`src/rtl/rr_ex_stage.sv`:
```
// Register-read stage: 8x16 register file with writeback bypass, RR/EX pipeline
// register, and a one-bubble load-use interlock driving freeze upstream.
module rr_ex_stage #(
  parameter logic [3:0] LW_OPCODE = 4'b0100,
  parameter int         NREGS     = 8
) (
  input  logic        clk,
  input  logic        rst,
  input  logic        br_taken,
  input  logic [15:0] pc_in,
  input  logic [15:0] pc2_in,
  input  logic [15:0] IR_in,
  input  logic [2:0]  alu_ctrl_in,
  input  logic        reg_wr_en_in,
  input  logic        mem_wr_en_in,
  input  logic        wb_en,
  input  logic [2:0]  wb_addr,
  input  logic [15:0] wb_data,
  output logic        freeze,
  output logic [15:0] pc_out,
  output logic [15:0] pc2_out,
  output logic [15:0] IR_out,
  output logic [15:0] ra_data_out,
  output logic [15:0] rb_data_out,
  output logic [2:0]  alu_ctrl_out,
  output logic        reg_wr_en_out,
  output logic        mem_wr_en_out,
  output logic        mem_rd_out,
  output logic        dbg_state_o
);

  localparam logic [0:0] RUN   = 1'b0;
  localparam logic [0:0] STALL = 1'b1;

  logic [0:0]  state_q, state_d;
  logic [15:0] rf_q [NREGS];

  logic [15:0] pc_q, pc_d;
  logic [15:0] pc2_q, pc2_d;
  logic [15:0] ir_q, ir_d;
  logic [15:0] ra_q, ra_d;
  logic [15:0] rb_q, rb_d;
  logic [2:0]  alu_q, alu_d;
  logic        rwe_q, rwe_d;
  logic        mwe_q, mwe_d;
  logic        mrd_q, mrd_d;

  logic [2:0]  ra_idx, rb_idx;
  logic [15:0] ra_rd, rb_rd;
  logic        haz;

  assign ra_idx = IR_in[11:9];
  assign rb_idx = IR_in[8:6];

  // Write-before-read: a same-cycle writeback to the read index wins over the array.
  assign ra_rd = (wb_en && (wb_addr == ra_idx)) ? wb_data : rf_q[ra_idx];
  assign rb_rd = (wb_en && (wb_addr == rb_idx)) ? wb_data : rf_q[rb_idx];

  assign haz    = mrd_q && rwe_q && ((ir_q[11:9] == ra_idx) || (ir_q[11:9] == rb_idx));
  assign freeze = (state_q == RUN) && haz && !br_taken;

  always_comb begin
    state_d = RUN;
    if (freeze) state_d = STALL;
  end

  always_comb begin
    pc_d  = pc_q;
    pc2_d = pc2_q;
    ir_d  = ir_q;
    ra_d  = ra_q;
    rb_d  = rb_q;
    alu_d = alu_q;
    rwe_d = 1'b0;
    mwe_d = 1'b0;
    mrd_d = 1'b0;
    if (freeze) begin
      // Bubble: kill the instruction, keep datapath fields unchanged.
      ir_d = 16'h0000;
    end else begin
      pc_d  = pc_in;
      pc2_d = pc2_in;
      ir_d  = IR_in;
      ra_d  = ra_rd;
      rb_d  = rb_rd;
      alu_d = alu_ctrl_in;
      rwe_d = reg_wr_en_in && !br_taken;
      mwe_d = mem_wr_en_in && !br_taken;
      mrd_d = (IR_in[15:12] == LW_OPCODE) && !br_taken;
    end
  end

  always_ff @(posedge clk or negedge rst) begin
    if (!rst) begin
      for (int i = 0; i < NREGS; i++) rf_q[i] <= 16'h0000;
    end else if (wb_en) begin
      rf_q[wb_addr] <= wb_data;
    end
  end

  always_ff @(posedge clk or negedge rst) begin
    if (!rst) begin
      state_q <= RUN;
      pc_q    <= 16'h0000;
      pc2_q   <= 16'h0000;
      ir_q    <= 16'h0000;
      ra_q    <= 16'h0000;
      rb_q    <= 16'h0000;
      alu_q   <= 3'b000;
      rwe_q   <= 1'b0;
      mwe_q   <= 1'b0;
      mrd_q   <= 1'b0;
    end else begin
      state_q <= state_d;
      pc_q    <= pc_d;
      pc2_q   <= pc2_d;
      ir_q    <= ir_d;
      ra_q    <= ra_d;
      rb_q    <= rb_d;
      alu_q   <= alu_d;
      rwe_q   <= rwe_d;
      mwe_q   <= mwe_d;
      mrd_q   <= mrd_d;
    end
  end

  assign pc_out        = pc_q;
  assign pc2_out       = pc2_q;
  assign IR_out        = ir_q;
  assign ra_data_out   = ra_q;
  assign rb_data_out   = rb_q;
  assign alu_ctrl_out  = alu_q;
  assign reg_wr_en_out = rwe_q;
  assign mem_wr_en_out = mwe_q;
  assign mem_rd_out    = mrd_q;
  assign dbg_state_o   = state_q;

endmodule
```
`config.mk`:
```
export PLATFORM = sky130hd
export DESIGN_NAME = rr_ex_stage
export DESIGN_NICKNAME = d
export VERILOG_FILES = /design/src/rtl/rr_ex_stage.sv
export SDC_FILE = /design/constraint.sdc
export NUM_CORES = 1
export LEC_CHECK = 0
export ABC_AREA = 0
export BUFFER_PORTS_ARGS = -buffer_cell sky130_fd_sc_hd__buf_2
export CAP_MARGIN = 5
export CORE_MARGIN = 2
export CORE_UTILIZATION = 60
export CTS_BUF_LIST = sky130_fd_sc_hd__clkbuf_8
export DETAILED_ROUTE_END_ITERATION = 12
export GPL_ROUTABILITY_DRIVEN = 0
export PLACE_DENSITY = 0.9
export SYNTH_ARGS = -nofsm -noshare
export SYNTH_HDL_FRONTEND = slang
export SYNTH_SLANG_ARGS = --single-unit
```
`constraint.sdc`:
```
create_clock -name clk -period 3.9 [get_ports clk]
set_input_delay 0.195 -clock clk [delete_from_list [all_inputs] [get_ports clk]]
set_output_delay 0.195 -clock clk [all_outputs]
set_load 0.03 [all_outputs]
```
==> metrics <==
Final Setup Violations=0; Yosys warnings=0; flop-to-flop setup slack=about 1.1 ns; Hold Path Sink=rf_q[19]; most common cell after layout, fill and taps aside=mux2_2; # DRC=0; XOR/XNOR Fraction of Synth Area=0.9943%; final wirelength=between 20000 and 30000 um; run status=complete, no violations; Critical R2R Launch=dbg_state_o; largest family of logic cells by synthesized area=multiplexers; Simple-Gate Fraction of Synth Area=under 10%; IO Port Bufs=roughly 160; FF+latch count, synth=between 200 and 250; crit start category=flip-flop; die area=18700 sq um; gr ovfl total=0; worst reg-to-reg path cell count=6; max-slew violations=0; CP Class=reg -> out; data arrival time of the worst path=between 2 and 3 ns; Slew headroom=a little over a fifth; Max VDD drop=0.0002910 V; Num Clock Sinks=215; cts bufs inserted=37; mux cell area share after synthesis=between 40% and 50%; CTS root buffer=clkbuf_8; Crit path largest cell delay=roughly 0.57 ns; buffer and inverter count on the worst path=2; adder-cell area share of the yosys netlist=0%; min-delay worst type=in -> reg; antenna viol nets, final=0; initial antenna violation count=1; Max Clock Skew=approximately 0.027 ns; Die X=~140 um; clock buffer depth=3; drt pass-1 iters=5; Starting Density=61.32%; Crit path max-delay family=simple AND/OR/NAND/NOR gates; global-route wire length before repair=44460 um; Nets=roughly 940; final hold violation count=0; CTS tree=built; syn_nets=just over 700; vias in the first global route=a little under 8000; Avg Vias per Cell=6.469; Crit path required time=~3.7 ns; FP Rows=between 40 and 50; worst-path fanout max=38; Power Dens Cells=516.2 nW/um^2; Post-CTS Hold Buffers=50; drt initial violations=544; register area share after synthesis=between 50% and 60%; Die Height=about 140 um; Worst Tran Pin Value=between 1 and 1.5 ns; Total Routing Usage GR=roughly 32%; WHS Path Cells=2; Post-Synthesis Cells=between 600 and 700; Resize count post-CTS=0; fin crit share=around 78%; CP max stage cell=nand2_4; final core occ=roughly three quarters; synth-to-layout area growth=20.79%; io pins=around 160; achievable frequency=~330 MHz; crit path capture type=output pin; worst-path cell chain=nor4bb_1 -> nand4_1 -> nand2_4 -> buf_12 -> buf_2; Max Cap Violations=0; synthesized area=10570 sq um; mean post-synth cell area=~16 sq um; Yosys cell types=20; commonest non-fill, non-tap cells in the layout=mux2_2, dfrtp_1, buf_2, dlygate4sd3_1, mux4_1; RSZ-0062 raised after global routing=no; Skew-Pair Late Insertion Delay=between 0.5 and 0.6 ns; compound-cell area share of the yosys netlist=0%; LEAKAGE=between 5 and 6 nW; wire per inst=26.72 um; routed vias=roughly 7000; setup bufs post-CTS=0; layout cells sized above 1=about three fifths; Core Region=around 17000 sq um; Final min period=3.026 ns; R2R Path End=mem_rd_out; post-DP HPWL=around 16000 um; setup total negative slack=0 ns; Hold Startpoint=wb_data[3]; clock-pin slew on the worst setup and hold paths=0.07 ns; largest net degree at the start of global routing=~140; H-tree depth=2
metal layers:
| layer | share of wire [%] | GRT usage (%) |
|---|---|---|
| met1 | 36 | 38.20 |
| met2 | 51 | 54.17 |
| met3 | 6.8 | 7.778 |
| met4 | 5.8 | 19.39 |
| met5 | 0 | 0 |
where the power goes:
group	switching (mW)	internal (mW)
clock	0.930	1.04
combinational	0.758	0.878
sequential	0.327	2.66
total	2.02	4.57
state kept, by name (all words and copies together), names as in the netlist:
signal	flops
rf_q	128
ra_data_out	16
dbg_state_o	1
alu_ctrl_out	3
mem_wr_en_out	1
reg_wr_en_out	1
pc2_out	16
mem_rd_out	1
pc_out	16
IR_out	16
rb_data_out	16
through the flow:
| stage | power, mW | instances | setup slack, ns | hold WS, ns | cell area (sq um) |
|---|---|---|---|---|---|
| 6_report | 6.590 | 1108 | 0.8736 | 0.04083 | 12770 |
| 5_1_grt | 6.841 | 1107 | 0.8050 | 0.04574 | 12760 |
| 4_1_cts | 6.523 | 1106 | 1.018 | 0.009661 | 12760 |
| 3_5_place_dp | 4.527 | 996 | 1.294 | 0.4243 | 11580 |
| 3_3_place_gp | 4.411 | 996 | 1.340 | 0.4149 | 11580 |
| 2_1_floorplan | 4.042 | 645 | 1.804 | -0.1006 | 10570 |
cell type report:
type | count | area, sq um
clock inverter | 18 | 101.3
timing repair buffer | 235 | 1515
clock buffer | 42 | 578.1
antenna | 2 | 5.005
fill | 982 | 4469
sequential | 215 | 5380
multi-input combinational | 371 | 4906
tap | 225 | 281.5
logic make-up after synthesis:
kind of cell	count (synthesis)
multiplexers	323
flip-flops	215
buffers and inverters	59
AND/OR/NAND/NOR	36
XOR/XNOR	12
worst max-delay path by stage:
stage / cells past startpoint / slack (ns) / endpoint / start
2_1_floorplan: 5 / 1.80 / pc_out[10] / reg_wr_en_out
3_3_place_gp: 6 / 1.34 / ra_data_out[15] / IR_in[10]
3_5_place_dp: 6 / 1.29 / ra_data_out[6] / IR_in[10]
4_1_cts: 5 / 1.02 / freeze / dbg_state_o
5_1_grt: 5 / 0.80 / freeze / dbg_state_o
6_report: 5 / 0.87 / freeze / dbg_state_o
Yosys cell counts, drive strengths merged:
library cell | instances | area, sq um
dfrtp | 215 | 5380
nor4bb | 1 | 10.01
and3 | 16 | 100.1
clkbuf | 18 | 67.56
nand4 | 5 | 31.28
nor3 | 3 | 20.02
nand2 | 2 | 7.510
mux4 | 64 | 1614
nand4b | 3 | 26.28
nand2b | 1 | 6.260
buf | 41 | 235.2
mux2 | 259 | 2917
xnor2 | 12 | 105.1
nor3b | 4 | 40.03
or4b | 1 | 10.01
Power figures use the tool's default switching activity.
